$ cat config.mk
export PLATFORM = sky130hd
export DESIGN_NAME = cseladd_pipe2
export DESIGN_NICKNAME = d
export VERILOG_FILES = /design/src/rtl/cseladd_pipe2.sv
export SDC_FILE = /design/constraint.sdc
export NUM_CORES = 1
export LEC_CHECK = 0
export BUFFER_PORTS_ARGS = -buffer_cell sky130_fd_sc_hd__buf_2
export CORE_MARGIN = 3
export CORE_UTILIZATION = 41
export CTS_BUF_LIST = sky130_fd_sc_hd__clkbuf_8
export DETAILED_ROUTE_END_ITERATION = 6
export SLEW_MARGIN = 40
export SYNTH_ARGS = -nofsm -noshare
export SYNTH_HDL_FRONTEND = slang
export SYNTH_SLANG_ARGS = --single-unit
export TNS_END_PERCENT = 30
$ cat constraint.sdc
create_clock -name clk -period 2.71 [get_ports clk]
set_input_delay 0 -clock clk [delete_from_list [all_inputs] [get_ports clk]]
set_output_delay 0 -clock clk [all_outputs]
set_load 0.05 [all_outputs]
$ cat src/rtl/cseladd_pipe2.sv
// -----------------------------------------------------------------------------
// cseladd_pipe2 -- two-stage pipelined 32-bit carry-select adder.
//
// Stage 1 computes the low 16-bit half-sum and its carry, plus both possible
// upper half-sums (one assuming carry-in 0, one assuming carry-in 1), and
// registers all of them. Stage 2 uses the registered low carry to pick the
// correct upper half and holds the result until the consumer takes it.
// Each stage has a valid bit, so up to two transactions can be in flight.
//
// Build option:
//   CSELADD_PIPE2_SAT_EN  - when defined, a carry out of bit 31 saturates the
//                           sum to 32'hFFFF_FFFF. cout still reports the raw
//                           carry. Handshake and latency are the same as in
//                           the wrapping build.
//
// Ports:
//   clk        in   rising-edge clock
//   rst_n      in   asynchronous active-low reset
//   in_valid   in   operands a/b are present
//   in_ready   out  stage 1 can accept this cycle (depends only on state and
//                   out_ready, never on in_valid)
//   a, b       in   32-bit unsigned operands
//   out_valid  out  sum/cout hold a valid result
//   out_ready  in   consumer takes the result this cycle
//   sum        out  registered 32-bit sum
//   cout       out  registered carry out of bit 31
// -----------------------------------------------------------------------------
module cseladd_pipe2 (
  input  logic        clk,
  input  logic        rst_n,
  input  logic        in_valid,
  output logic        in_ready,
  input  logic [31:0] a,
  input  logic [31:0] b,
  output logic        out_valid,
  input  logic        out_ready,
  output logic [31:0] sum,
  output logic        cout
);

  // ---------------------------------------------------------------------------
  // State
  // ---------------------------------------------------------------------------
  // Stage 1: low half-sum, low carry, both speculative upper half-sums.
  logic        v1_q,   v1_d;
  logic [15:0] lo_q,   lo_d;
  logic        lo_c_q, lo_c_d;
  logic [16:0] hi0_q,  hi0_d;
  logic [16:0] hi1_q,  hi1_d;

  // Stage 2: the selected result.
  logic        v2_q,   v2_d;
  logic [31:0] sum_q,  sum_d;
  logic        cout_q, cout_d;

  // ---------------------------------------------------------------------------
  // Handshake
  // ---------------------------------------------------------------------------
  logic s2_free;   // stage 2 is empty or is being emptied this cycle
  logic accept;    // input transfer
  logic advance;   // stage 1 moves into stage 2

  always_comb begin
    s2_free  = !v2_q || out_ready;
    // Stage 1 can take new data if it is empty, or if its current content
    // moves on this same cycle. This is what gives full throughput.
    in_ready = !v1_q || s2_free;
    accept   = in_valid && in_ready;
    advance  = v1_q && s2_free;
  end

  // ---------------------------------------------------------------------------
  // Stage 1: half-sums
  // ---------------------------------------------------------------------------
  logic [16:0] lo_full;
  logic [16:0] hi_base;

  always_comb begin
    lo_full = {1'b0, a[15:0]}  + {1'b0, b[15:0]};
    hi_base = {1'b0, a[31:16]} + {1'b0, b[31:16]};

    v1_d   = v1_q;
    lo_d   = lo_q;
    lo_c_d = lo_c_q;
    hi0_d  = hi0_q;
    hi1_d  = hi1_q;

    if (accept) begin
      v1_d   = 1'b1;
      lo_d   = lo_full[15:0];
      lo_c_d = lo_full[16];
      hi0_d  = hi_base;
      // Largest case is 0xFFFF + 0xFFFF + 1 = 0x1FFFF, so 17 bits are enough.
      hi1_d  = hi_base + 17'd1;
    end else if (s2_free) begin
      // Stage 1 is drained (or was already empty). Its data registers keep
      // their values because only v1 decides whether they mean anything.
      v1_d = 1'b0;
    end
  end

  // ---------------------------------------------------------------------------
  // Stage 2: carry select
  // ---------------------------------------------------------------------------
  logic [15:0] hi_sel;
  logic        c_sel;

  always_comb begin
    hi_sel = lo_c_q ? hi1_q[15:0] : hi0_q[15:0];
    c_sel  = lo_c_q ? hi1_q[16]   : hi0_q[16];

    v2_d   = v2_q;
    sum_d  = sum_q;
    cout_d = cout_q;

    if (advance) begin
      v2_d   = 1'b1;
      cout_d = c_sel;
`ifdef CSELADD_PIPE2_SAT_EN
      sum_d  = c_sel ? 32'hFFFF_FFFF : {hi_sel, lo_q};
`else
      sum_d  = {hi_sel, lo_q};
`endif
    end else if (out_ready) begin
      v2_d = 1'b0;
    end
    // If neither branch is taken, the result is held. This covers
    // out_valid && !out_ready, which requires a stable sum/cout.
  end

  // ---------------------------------------------------------------------------
  // Registers
  // ---------------------------------------------------------------------------
  always_ff @(posedge clk or negedge rst_n) begin
    if (!rst_n) begin
      v1_q   <= 1'b0;
      lo_q   <= '0;
      lo_c_q <= 1'b0;
      hi0_q  <= '0;
      hi1_q  <= '0;
      v2_q   <= 1'b0;
      sum_q  <= '0;
      cout_q <= 1'b0;
    end else begin
      v1_q   <= v1_d;
      lo_q   <= lo_d;
      lo_c_q <= lo_c_d;
      hi0_q  <= hi0_d;
      hi1_q  <= hi1_d;
      v2_q   <= v2_d;
      sum_q  <= sum_d;
      cout_q <= cout_d;
    end
  end

  // Every output comes straight from a flop except in_ready. in_ready is
  // combinational from v1/v2/out_ready and has no path from a or b.
  assign out_valid = v2_q;
  assign sum       = sum_q;
  assign cout      = cout_q;

endmodule

==> results of run 1 <==
==> through the flow <==
step | instance area (sq um) | cells | setup TNS [ps] | setup WS [ps]
floorplan | 5030 | 506 | 0 | 156
global placement | 5820 | 757 | -27.6 | -23.2
detailed placement | 5820 | 757 | -239 | -136
CTS | 6080 | 778 | 0 | 257
global route | 6080 | 778 | 0 | 113
finish | 6080 | 778 | 0 | 249
==> worst reg2reg max path: stages, from the launching register on <==
cell and delay, ps:
dfrtp_1 410, nand3b_1 170, nand2_2 320, buf_4 380
o31ai_1 310
==> logic make-up (layout without fill, tap and decap cells) <==
| family | Yosys count | in the layout |
|---|---|---|
| compound gates | 127 | 127 |
| fa+ha+maj | 35 | 35 |
| buf+inv | 29 | 158 |
| mux | 33 | 33 |
| flops | 86 | 86 |
| xor+xnor | 34 | 34 |
| simple gates | 162 | 162 |
==> state kept, by name (all words and copies together) (netlist names) <==
register	count
hi0_q	17
lo_q	16
lo_c_q	1
out_valid	1
sum	32
v1_q	1
hi1_q	17
cout	1
==> layout make-up <==
cell class	count	area, sq um	area share [%]
Sequential cell	86	2150	35.4
Tap cell	143	179	2.94
Inverter	10	37.5	0.617
Clock buffer	10	138	2.26
Multi-Input combinational cell	391	2750	45.3
Clock inverter	6	70.1	1.15
Timing Repair Buffer	132	751	12.3
==> power breakdown <==
group	internal, mW	switching [mW]	total [mW]
Sequential	1.61	0.171	1.78
Clock	0.457	0.459	0.916
Combinational	0.619	1.20	1.82
Total	2.69	1.83	4.52
==> metal layers <==
metal	global-route usage (%)	vias up	wire, um
li1	-	2055	-
met1	23.7	1853	5110
met2	25.4	85	4840
met3	2.12	10	520
met4	5.96	0	159
met5	0	-	0
==> worst paths after layout <==
path,start,slack [ps],end
hold reg to reg,sum[17],480,sum[17]
max in group asynchronous,rst_n,1870,hi0_q[6]
min in group asynchronous,rst_n,140,sum[22]
setup / recovery,a[16],250,hi1_q[16]
setup reg to reg,v1_q,1020,hi1_q[2]
hold / removal,b[15],60,lo_c_q
==> placed cells by master, fill, tap and decap left out, drive strengths merged, types with 5 or more instances in the layout <==
master	Yosys	routed
dfrtp	86	86
mux2i	17	17
mux2	16	16
dlygate4sd3	0	5
nand2	94	94
a21o	12	12
buf	8	127
ha	33	33
and3	7	7
clkbuf	11	10
a21oi	15	15
nor3	7	7
xnor2	17	17
xor2	17	17
nand2b	5	5
nor2	17	17
o31ai	5	5
inv	10	11
nand3	5	5
o21ai	58	58
==> what timing repair did <==
item | 4_1_cts | 5_1_grt
hold endpoints to repair | 38 | 0
setup endpoints to repair | 0 | 0
hold buffers | 5 | 0
==> metrics, run 1 <==
outcome=finished clean; layout cells sized above 1=29.0%; period utilization=90.8%; H-tree Lvls=3; WL/cell=13.7 um; Worst Tran Pin Value=687 ps; top-count cell post-synth=nand2_1; Resized Gates After CTS=0; pin count of the biggest net entering global routing=40; number of CTS-inserted buffers=9; Die W=117 um; sequential area share after synthesis=42.8%; PD cells=743 nW/um^2; FF+latch count, synth=86; compound-gate portion of the synthesized area=16.8%; DRT Pass-1 Iters=5; Die ar.=13600 sq um; final hold vios=0; Synth Flop Type=dfrtp_1; post-synth top area cell=dfrtp_1; Critical Path RT=2960 ps; critical-path cell list=buf_2, ha_1, fa_1, a21o_2, a311o_1, and3_1, o31a_1, xnor2_2, nor4_2, and4_1, nor3_2; Post-Route WL=10.6 mm; # fillers=1108; Final GP Congestion=0.825; antenna violations before repair=0; largest family of logic cells by synthesized area=compound AO/OA/AOI/OAI gates; Net Count, Synth=609; Achievable Freq=406 MHz; CTS root buf=clkbuf_8; Detail Route Antenna Nets=0; maximum VDD drop=0.324 mV; Layout area overhead=21.0%; critical path endpoint category=flip-flop; CP peak stage delay=430 ps; Vias=4003; CP Depth=11; WHS=63.4 ps; count of cell types in the netlist=63; Post-synth EDFFs=0; synthesized area=5030 sq um; num ports=103; n_diodes=0; Total GRT Usage=16.4%; vias in the first global route=3850; post-synthesis xor/xnor area fraction=6.37%; Arr. time, crit path=2710 ps; Port Buf Inserts=102; CP max stage cell=nor4_2; DRC=0; clk sink count=86; cells on worst reg2reg path=4; CP delay by family, top=simple AND/OR/NAND/NOR gates; CP Max Fanout=4; post-synthesis cell count=506; Post-CTS Setup Inserts=0; kind of critical path=primary input to flip-flop; Final Setup Violations=0; core area=11700 sq um; Congestion Overflow GR=0; initial core utilization=42.9%; utilization after layout=51.9%; Hold WC Path Type=primary input to flip-flop; main area contributors after synthesis=dfrtp_1 (43%), ha_1 (8.2%), nand2_1 (7.0%), o21ai_0 (5.0%), mux2_2 (3.6%); Hold Path Cell Cnt=3; relative slew slack=53.0%; Worst-path clk slew=90 ps; # nets final=733; post-synth top area share=42.8%; clock network latency to the later pin of the worst-skew pair=360 ps; post-DP HPWL=8.35 mm; clock period minus final worst setup slack=2460 ps; asr flop ratio synth=100%; mux contribution to synthesized area=6.97%; Vias/cell=5.15; crit path buf inv count=1; Chip Height=117 um; row cnt=39; mean post-synth cell area=9.93 sq um; Post-Synth Simple-Gate Area=15.6%; clk buf depth=2; Initial DRC Count=234; total power=4.52 mW; Synth Warn #=0; type of origin of the critical path=primary input; maxcap violations=0; Synth top cells by count=nand2_1 (94), dfrtp_1 (86), o21ai_0 (50); max-slew violations=0; Post-Synth Adder-Cell Area=9.01%; CTS tree=built; Lkg Pwr=2.98 nW; final setup skew=13.2 ps; first-pass GRT wire length=18.2 mm; RSZ-0062 raised after global routing=no
(Power assumes the default switching activity.)
==> inputs of run 2 (changes only) <==
--- a/config.mk
+++ b/config.mk
@@ -6,9 +6,10 @@
 export NUM_CORES = 1
 export LEC_CHECK = 0
 export BUFFER_PORTS_ARGS = -buffer_cell sky130_fd_sc_hd__buf_2
+export CORE_ASPECT_RATIO = 1.5
 export CORE_MARGIN = 3
 export CORE_UTILIZATION = 41
-export CTS_BUF_LIST = sky130_fd_sc_hd__clkbuf_8
+export CTS_BUF_LIST = sky130_fd_sc_hd__clkbuf_2
 export DETAILED_ROUTE_END_ITERATION = 6
 export SLEW_MARGIN = 40
 export SYNTH_ARGS = -nofsm -noshare
==> metrics, run 2 (synthesis gave the netlist of run 1 again) <==
# nets final=776 (+5.9%); Chip Height=142 um (+21%); type of origin of the critical path=primary input; Die W=96.4 um (-17%); Worst Tran Pin Value=699 ps (+12.0 ps); Lkg Pwr=3.15 nW (+5.5%); first-pass GRT wire length=19.2 mm (+5.4%); num ports=103 (unchanged); Hold WC Path Type=primary input to async pin; vias in the first global route=4319 (+12%); setup_tns=0 ps (unchanged); critical path endpoint category=flip-flop; final setup skew=23.8 ps (+10.7 ps); number of CTS-inserted buffers=9 (unchanged); final hold vios=0 (unchanged); Post-Route WL=11.1 mm (+4.8%); kind of critical path=primary input to flip-flop; Vias/cell=5.06 (-1.7%); WL/cell=13.4 um (-1.6%); CTS root buf=clkbuf_2; RSZ-0062 raised after global routing=yes; Detail Route Antenna Nets=0 (unchanged); CTS tree=built; PD cells=680 nW/um^2 (-8.5%); relative slew slack=53.4% (+0.38 points); commonest non-fill, non-tap cell in the layout=buf_2; initial core utilization=42.7% (-0.22 points); Die ar.=13700 sq um (+0.20%); DRC=0 (unchanged); clk buf depth=2 (unchanged); Port Buf Inserts=102 (unchanged); max-slew violations=0 (unchanged); row cnt=48 (+23%); maximum VDD drop=0.209 mV (-35%); Layout area overhead=30.1%; layout cells sized above 1=27.4% (-1.5 points); clock period minus final worst setup slack=2630 ps (+171 ps); # fillers=1121 (+1.2%); maxcap violations=0 (unchanged); Final GP Congestion=0.847 (+2.6%); DRT Pass-1 Iters=5 (unchanged); post-DP HPWL=7.96 mm (-4.6%); Final Setup Violations=0 (unchanged); Initial DRC Count=173 (-26%); antenna violations before repair=1 (+1); Congestion Overflow GR=0 (unchanged); Worst-path clk slew=230 ps (+140 ps); Total GRT Usage=17.4% (+0.92 points); Arr. time, crit path=3060 ps (+350 ps); max reg flops=32 (unchanged); Critical Path RT=3130 ps (+170 ps); clk sink count=86 (unchanged); Achievable Freq=380 MHz (-6.5%); outcome=finished clean; most frequent cells in the layout=buf_2 (101), nand2_1 (92), dfrtp_1 (86), dlygate4sd3_1 (54), o21ai_0 (50); H-tree Lvls=3 (unchanged); Vias=4192 (+4.7%); core area=11800 sq um (+0.51%); CP Max Fanout=3 (-1); pin count of the biggest net entering global routing=87 (+120%); total power=4.44 mW (-1.7%); clock network latency to the later pin of the worst-skew pair=530 ps (+170 ps); period utilization=97.1% (+6.3 points)
[run 2: changes by cell type in the layout (fill, tap and decap cells not counted), sizes merged]
cell / before / now
dlygate4sd3: 5 / 54
buf: 127 / 120
clkinv: 4 / 2
clkinvlp: 0 / 2
bufinv: 1 / 2
diode: 0 / 1
[run 2: worst max-delay path, stage by stage]
cell	delay, ps
dlygate4sd3_1	540
buf_2	120
ha_1	320
dlygate4sd3_1	590
inv_1	100
nor2_2	60
nor2_1	80
nor2_1	70
a21o_1	170
a21oi_1	170
xor2_1	180
dlygate4sd3_1	570
o21ai_0	80
[run 2: through the flow]
step | utilization, % | worst slack [ps] | std cells | area (sq um) | hold slack, ps
floorplan | - | 156 | 506 | 5030 | -296
global placement | 49.1 | -58.2 | 757 | 5780 | 231
detailed placement | 49.2 | -118 | 757 | 5790 | 115
CTS | 55.0 | 15.8 | 827 | 6470 | 4.61
global route | 55.5 | -51.9 | 829 | 6540 | 35.1
finish | 55.5 | 77.4 | 829 | 6540 | 9.19
[run 2: area by class of cell]
cell class | count | area [sq um] | area share, %
Tap cell | 150 | 188 | 2.87
Inverter | 10 | 37.5 | 0.574
Clock inverter | 7 | 97.6 | 1.49
Timing Repair Buffer | 175 | 1200 | 18.4
Multi-Input combinational cell | 391 | 2810 | 43.0
Clock buffer | 9 | 45.0 | 0.689
Antenna cell | 1 | 2.50 | 0.0383
Sequential cell | 86 | 2150 | 32.9
[run 2: final timing paths]
path	start	endpoint	slack [ps]	depth (start not counted)
worst min register to register	hi0_q[2]	hi0_q[2]	510	2
max in group asynchronous	rst_n	hi1_q[6]	2160	2
worst max-delay path	b[6]	lo_q[9]	80	13
worst max register to register	v1_q	lo_q[8]	540	7
min in group clk	a[31]	hi1_q[15]	50	5
worst min-delay path	rst_n	sum[2]	9	2
[run 2: what timing repair did]
action                     in CTS  in global routing
hold buffers                   54                  0
setup buffers                   0                  1
setup endpoints to repair       0                 12
hold endpoints to repair      118                  0
gates resized for setup         0                 12
[run 2: power breakdown]
group	internal, mW	switching (mW)
clock	0.308	0.456
combinational	0.689	1.22
sequential	1.61	0.163
[run 2: per-layer routing]
layer | vias to the layer above | track usage, % | wire length, um
met1 | 1968 | 20.9 | 4630
met2 | 82 | 30.7 | 5910
li1 | 2126 | - | -
met4 | 0 | 6.65 | 214
met5 | - | 0 | 0
met3 | 16 | 2.49 | 386
